--- src/rtl/buzzer_sequencer.sv ---
// Piezo tone sequencer for the security-device control FSM.
// Plays the "correct" double beep or the "wrong" long low tone, then pulses done.
module buzzer_sequencer #(
  parameter int HI_HALF   = 25000,
  parameter int LO_HALF   = 50000,
  parameter int SHORT_CYC = 10_000_000,
  parameter int GAP_CYC   = 5_000_000,
  parameter int LONG_CYC  = 40_000_000
) (
  input  logic       clk,
  input  logic       reset,
  input  logic [1:0] buzzerMode,
  output logic       buzzerDone,
  output logic       buzzer,
  output logic       busy
);

  localparam int DUR_A   = (SHORT_CYC > GAP_CYC) ? SHORT_CYC : GAP_CYC;
  localparam int DUR_MAX = (DUR_A > LONG_CYC) ? DUR_A : LONG_CYC;
  localparam int DUR_W   = (DUR_MAX > 1) ? $clog2(DUR_MAX) : 1;
  localparam int HLF_MAX = (HI_HALF > LO_HALF) ? HI_HALF : LO_HALF;
  localparam int HLF_W   = (HLF_MAX > 1) ? $clog2(HLF_MAX) : 1;

  localparam logic [DUR_W-1:0] SHORT_L = DUR_W'(SHORT_CYC - 1);
  localparam logic [DUR_W-1:0] GAP_L   = DUR_W'(GAP_CYC - 1);
  localparam logic [DUR_W-1:0] LONG_L  = DUR_W'(LONG_CYC - 1);
  localparam logic [HLF_W-1:0] HI_L    = HLF_W'(HI_HALF - 1);
  localparam logic [HLF_W-1:0] LO_L    = HLF_W'(LO_HALF - 1);

  typedef enum logic [2:0] {
    IDLE, BEEP1, GAP, BEEP2, LONG, DONE, HOLD
  } state_t;

  state_t           r_state;
  logic [DUR_W-1:0] r_dur;
  logic [HLF_W-1:0] r_half;
  logic             r_buzzer;
  logic             r_done;
  logic             r_busy;

  logic w_run;
  logic w_dur_end;
  logic w_half_end;

  // Only bit 1 matters for run/stop: 01 is reserved and behaves as off.
  assign w_run = buzzerMode[1];

  always_comb begin
    w_dur_end = 1'b0;
    case (r_state)
      BEEP1, BEEP2: w_dur_end = (r_dur == SHORT_L);
      GAP:          w_dur_end = (r_dur == GAP_L);
      LONG:         w_dur_end = (r_dur == LONG_L);
      default:      w_dur_end = 1'b0;
    endcase
  end

  always_comb begin
    w_half_end = 1'b0;
    if (r_state == LONG)
      w_half_end = (r_half == LO_L);
    else
      w_half_end = (r_half == HI_L);
  end

  always_ff @(posedge clk or posedge reset) begin
    if (reset) begin
      r_state  <= IDLE;
      r_dur    <= '0;
      r_half   <= '0;
      r_buzzer <= 1'b0;
      r_done   <= 1'b0;
      r_busy   <= 1'b0;
    end else begin
      r_done <= 1'b0;
      unique case (r_state)
        IDLE: begin
          if (w_run) begin
            r_state  <= buzzerMode[0] ? LONG : BEEP1;
            r_dur    <= '0;
            r_half   <= '0;
            r_buzzer <= 1'b1;
            r_busy   <= 1'b1;
          end
        end
        BEEP1, GAP, BEEP2, LONG: begin
          if (!w_run) begin
            r_state  <= IDLE;
            r_dur    <= '0;
            r_half   <= '0;
            r_buzzer <= 1'b0;
            r_busy   <= 1'b0;
          end else if (w_dur_end) begin
            r_dur  <= '0;
            r_half <= '0;
            case (r_state)
              BEEP1: begin
                r_state  <= GAP;
                r_buzzer <= 1'b0;
              end
              GAP: begin
                r_state  <= BEEP2;
                r_buzzer <= 1'b1;
              end
              default: begin
                r_state  <= DONE;
                r_buzzer <= 1'b0;
                r_done   <= 1'b1;
              end
            endcase
          end else begin
            r_dur <= r_dur + 1'b1;
            if (r_state != GAP) begin
              if (w_half_end) begin
                r_half   <= '0;
                r_buzzer <= ~r_buzzer;
              end else begin
                r_half <= r_half + 1'b1;
              end
            end
          end
        end
        DONE: begin
          r_state <= HOLD;
          r_busy  <= 1'b0;
        end
        // Wait for the FSM to drop its command so a stale mode cannot retrigger.
        HOLD: begin
          if (!w_run)
            r_state <= IDLE;
        end
        default: begin
          r_state  <= IDLE;
          r_buzzer <= 1'b0;
          r_busy   <= 1'b0;
        end
      endcase
    end
  end

  assign buzzerDone = r_done;
  assign buzzer     = r_buzzer;
  assign busy       = r_busy;

endmodule

--- config.mk ---
export PLATFORM = sky130hd
export DESIGN_NAME = buzzer_sequencer
export DESIGN_NICKNAME = d
export VERILOG_FILES = /design/src/rtl/buzzer_sequencer.sv
export SDC_FILE = /design/constraint.sdc
export NUM_CORES = 1
export LEC_CHECK = 0
export BUFFER_PORTS_ARGS = -buffer_cell sky130_fd_sc_hd__buf_4
export CORE_ASPECT_RATIO = 2
export CORE_MARGIN = 3
export CORE_UTILIZATION = 59
export DETAILED_ROUTE_END_ITERATION = 6
export MAX_ROUTING_LAYER = met4
export PLACE_DENSITY = 0.76
export SETUP_SLACK_MARGIN = 0.02
export SYNTH_ARGS = -nofsm -noshare
export SYNTH_HDL_FRONTEND = slang
export SYNTH_SLANG_ARGS = --single-unit
--- constraint.sdc ---
create_clock -name clk -period 3.1 [get_ports clk]
set_input_delay 0.31 -clock clk [delete_from_list [all_inputs] [get_ports clk]]
set_output_delay 0.31 -clock clk [all_outputs]
set_load 0.05 [all_outputs]
**Word level (Yosys, flattened, before mapping)**

Cells that the tools add are included.

- Bitwise operators: 3
- $mul: 0
- Reduce and logical (&&, ||, !) cells: 11
- Mux-type cells: 32
- Equality and inequality tests: 18
- $lt $le $gt $ge: 0
- Divide/modulo/power cells: 0
- Shifts and indexed selects: 0
- Add/sub/neg operators: 2

Operators with widths:

| kind | number |
|---|---|
| 2-to-1 mux 16 bit | 5 |
| 2-to-1 mux 26 bit | 3 |
| one-hot mux 26 bit (2 select lines) | 1 |
| one-hot mux 16 bit (2 select lines) | 1 |
| adder 26 x 1 -> 26 bit, second input constant | 1 |
| == test 26 x 23 -> 1 bit, second input constant | 1 |
| == test 26 x 24 -> 1 bit, second input constant | 1 |
| == test 26 bit, second input constant | 1 |
| adder 16 x 1 -> 16 bit, second input constant | 1 |
| == test 16 x 15 -> 1 bit, second input constant | 1 |
| == test 16 bit, second input constant | 1 |
| 2-to-1 mux 3 bit | 5 |
| 2-to-1 mux 1 bit | 12 |
| one-hot mux 3 bit (4 select lines) | 1 |
| == test 3 bit, second input constant | 3 |
| one-hot mux 1 bit (3 select lines) | 3 |
| AND reduction 3 bit | 3 |
| != test 4 bit, second input constant | 2 |
| == test 3 x 2 -> 1 bit, second input constant | 2 |
| != test 2 bit, second input constant | 3 |
| one-hot mux 3 bit (2 select lines) | 1 |
| OR reduction 2 bit | 3 |
| AND reduction 4 bit | 1 |
| OR reduction 4 bit | 1 |
| other kinds (7) | 9 |

- ROM bits: 0
- Input port bits: 4
- Memories kept: 0
- Bits in latches: 0
- Output and inout bits: 3
- Bits in registers: 48
- RAM bits: 0

**Longest topological paths before layout**

- Word-level depth: 7
- Gate-level depth with buffers: 10
- Depth with buffers taken out: 9

**Least setup slack after synthesis**

OpenSTA, ideal clock, no wires.

- Path type: flip-flop to flip-flop
- Start point: register r_dur[21]
- End point: register r_half[6]
- Stages on the path, launching flop included: 10
- Data required time: 2973 ps
- Data arrival time: 2417 ps
- Setup slack: 555 ps
- Cell sequence: dfrtp_1 or4b_1 or3_1 a22oi_2 o2111ai_2 a41o_1 buf_2 buf_6 o21ai_2 o31ai_2

- Word-level cells in the longest chain between the ends: 5
- Elaborated cells between the ends (all ways): 9
- Classes of those cells: eq/ne (4); mux (4); reduce/logical (1)

RTL lines:

| item | line | text |
|---|---|---|
| start, declared | 35 | `logic [DUR_W-1:0] r_dur;` |
| start signal, assigned | 112 | `r_dur <= r_dur + 1'b1;` |
| == test 26 bit (tied with other cells) | 53 | `LONG: w_dur_end = (r_dur == LONG_L);` |
| one-hot mux 1 bit (3 select lines) (*) | 50 | `case (r_state)` |
| 2-to-1 mux 16 bit | 93 | `end else if (w_dur_end) begin` |
| 2-to-1 mux 16 bit | 87 | `if (!w_run) begin` |
| one-hot mux 16 bit (2 select lines) | 76 | `unique case (r_state)` |
| end signal, assigned | 118 | `r_half <= r_half + 1'b1;` |
| end, declared | 36 | `logic [HLF_W-1:0] r_half;` |

Every way passes the cells marked *; elsewhere a longest branch is shown, timed or not.
A chain may end at the register's enable or synchronous reset.

**Worst setup path after layout**

- Start point: register r_dur[21]
- End point: register r_dur[25]

- Word-level cells in the longest chain between the ends: 5
- Elaborated cells between the ends (all ways): 8
- Classes of those cells: add/sub (1); eq/ne (3); mux (4)

RTL lines:

| item | line |
|---|---|
| parallel branches: the longest is 2 deep, another holds adder 26 x 1 -> 26 bit | - |
| 2-to-1 mux 26 bit (*) | 93 |
| 2-to-1 mux 26 bit (*) | 87 |
| one-hot mux 26 bit (2 select lines) (*) | 76 |

Every way passes the cells marked *.

==> metrics.txt <==
TritonRoute pass-1 iters 4; Min Clock Period, post-route 2.80 ns; Yosys cell types 53; post-route cell area 3030 sq um; skew final 0.00462 ns; WL final 6560 um; Core Box Area 4640 sq um; #FFs+latches synth 48; clock root buffer clkbuf_8; pwr dens 639 nW/um^2; Initial Utilization 0.612; final period utilization 0.903; post-route DRC violation count 0; cell area after synthesis 2840 sq um; Vias 2435; total congestion overflow 0; largest area contributor in the netlist dfrtp_1; post-place setup slack 0.313 ns; Worst Max-Slew Pin Slew 1.03 ns; Net Count, Synth 343; diodes inserted 0; slew margin rel. 0.314; layout cells sized above 1 0.0988; Post-synth EDFFs 0; top cells by area, synth dfrtp_1, nor2_1, nand2_1; Avg Synthesized Cell Area 8.43 sq um; RSZ-0062 raised after global routing false; Die X 55.1 um; CTS sink count 48; setup ws final 0.301 ns; Critical Path Fanout Max 19; Peak Freq 0.357 GHz; H-tree depth 2; Req. time, crit path 3.26 ns; P_leak 1.27 nW; VDD IR max 0.000489 V; CP arrival 2.96 ns; vias in the first global route 2467; Rows 35; clock slew at reported path FFs 0.09 ns; asr flop ratio synth 1.00; Routed WL per cell 16.5 um; final setup fails 0; GRT Overall Usage 0.266; post-DR vias/cell 6.10; Nets 350; die footprint 5730 sq um; Hold Path Class input port to asynchronous set/reset pin; hold buffers post-CTS 0; TritonCTS buffer count 5; status finished clean; Max Transition Viols Final 0; Syn. warnings 0; total setup buffers inserted after CTS 0; Chip Height 104 um; top_reg_cell synth dfrtp_1; insertion delay to the later sink of the worst-skew pair 0.30 ns; global placer's final weighted congestion 0.809; antenna viol nets, final 0; CTS tree built; largest net degree at the start of global routing 49; placed cell areas 2950 sq um; PostCTS Resize Cnt 0; Detailed Route Iter0 Violations 70; Worst setup SP type flip-flop; Synth top area share 0.423; max-cap violation count 0; DPL Wire Length 4910 um; Fin Setup TNS 0 ns; initial antenna violation count 0; global-route wire length before repair 11100 um; worst-case clock buffer depth 2; P&R area growth vs syn 6.65%; Hold Violations, Final 0; CP Class flip-flop to flip-flop; Setup crit end kind flip-flop; io pins 7; Synth Instances 337; Port Buffers 6; Seq/Total Area, Yosys 0.423
report_power, final:
part / total [mW] / switching (mW) / leakage [nW] / internal (mW)
sequential: 0.738 / 0.0624 / 0.660 / 0.675
clock: 0.358 / 0.205 / 0.0400 / 0.153
combinational: 0.839 / 0.570 / 0.568 / 0.269
total: 1.93 / 0.838 / 1.27 / 1.10
registers in the layout, summed over array words and instances (netlist names):
name        count
r_dur          26
r_half         16
r_state         3
busy            1
buzzer          1
buzzerDone      1
worst paths after layout:
kind / end / cells past startpoint / slack, ns / start
hold reg to reg: r_half[12] / 1 / 0.53 / r_half[12]
min in group clk: r_state[0] / 2 / 0.34 / buzzerMode[1]
setup / recovery: r_dur[25] / 8 / 0.30 / r_dur[21]
max in group asynchronous: r_half[10] / 2 / 2.20 / reset
setup reg to reg: r_dur[25] / 8 / 0.30 / r_dur[21]
hold / removal: r_half[3] / 2 / 0.25 / reset
critical path, cell delays in order, from the launching register on:
cell and delay [ns]:
dfrtp_1 0.43, or4b_1 0.52, or3_1 0.33, a22oi_2 0.18, o2111ai_2 0.22, nand2_1 0.14
nor2_1 0.09, nor2_2 0.62, nor2_1 0.12
final cells by class:
type,instances,area [sq um]
clock buffers,5,68.8
clock inverters,2,12.5
fillers,441,1610
inverters,10,37.5
multi-input cells,265,1540
flip-flops and latches,48,1200
well taps,55,68.8
repair buffers,14,105
logic make-up (layout without fill, tap and decap cells):
| kind of cell | Yosys count | count (layout) | share of synthesized area |
|---|---|---|---|
| compound gates | 69 | 69 | 0.157 |
| buf+inv | 24 | 31 | 0.0366 |
| fa+ha+maj | 2 | 2 | 0.00881 |
| flops | 48 | 48 | 0.423 |
| simple gates | 169 | 169 | 0.296 |
| mux | 5 | 5 | 0.0176 |
| xor+xnor | 20 | 20 | 0.0617 |
cell usage after synthesis, drive strengths merged (2+ instances only):
cell type / n
nor2: 56
dfrtp: 48
nand2: 39
o21ai: 38
xnor2: 15
and3: 14
nand3: 11
inv: 10
nand4: 10
nor3: 9
a21oi: 8
buf: 8
clkbuf: 6
mux2i: 5
nor2b: 5
xor2: 5
or2: 4
or3: 4
a31oi: 3
nand2b: 3
o2111ai: 3
o22ai: 3
and4b: 2
ha: 2
nand3b: 2
nor3b: 2
nor4bb: 2
o21a: 2
o31ai: 2
o32a: 2
per-stage QoR:
step                power, mW  utilization  hold WS (ns)  instances
global placement         1.57        0.635         0.503        392
detailed placement       1.60        0.635         0.509        392
floorplan                1.38            -         0.458        337
CTS                      1.96        0.653         0.291        399
global route             2.07        0.653         0.345        399
finish                   1.93        0.653         0.248        399
per-layer routing:
layer	share of wire	global-route usage	vias up
met3	0.020	0.0330	24
met1	0.36	0.275	1174
met4	0.044	0.134	0
li1	-	-	1193
met2	0.58	0.459	44
met5	0	-	-
cells in the final DEF (no fill, tap or decap), drive strengths merged, types with 4 or more instances in the layout:
cell type  synthesis  routed
a21oi              8       8
and3              14      14
buf                8      14
clkbuf             6       5
dfrtp             48      48
inv               10      10
mux2i              5       5
nand2             39      39
nand3             11      11
nand4             10      10
nor2              56      56
nor2b              5       5
nor3               9       9
o21ai             38      38
or2                4       4
or3                4       4
xnor2             15      15
xor2               5       5
Power figures use the tool's default switching activity.
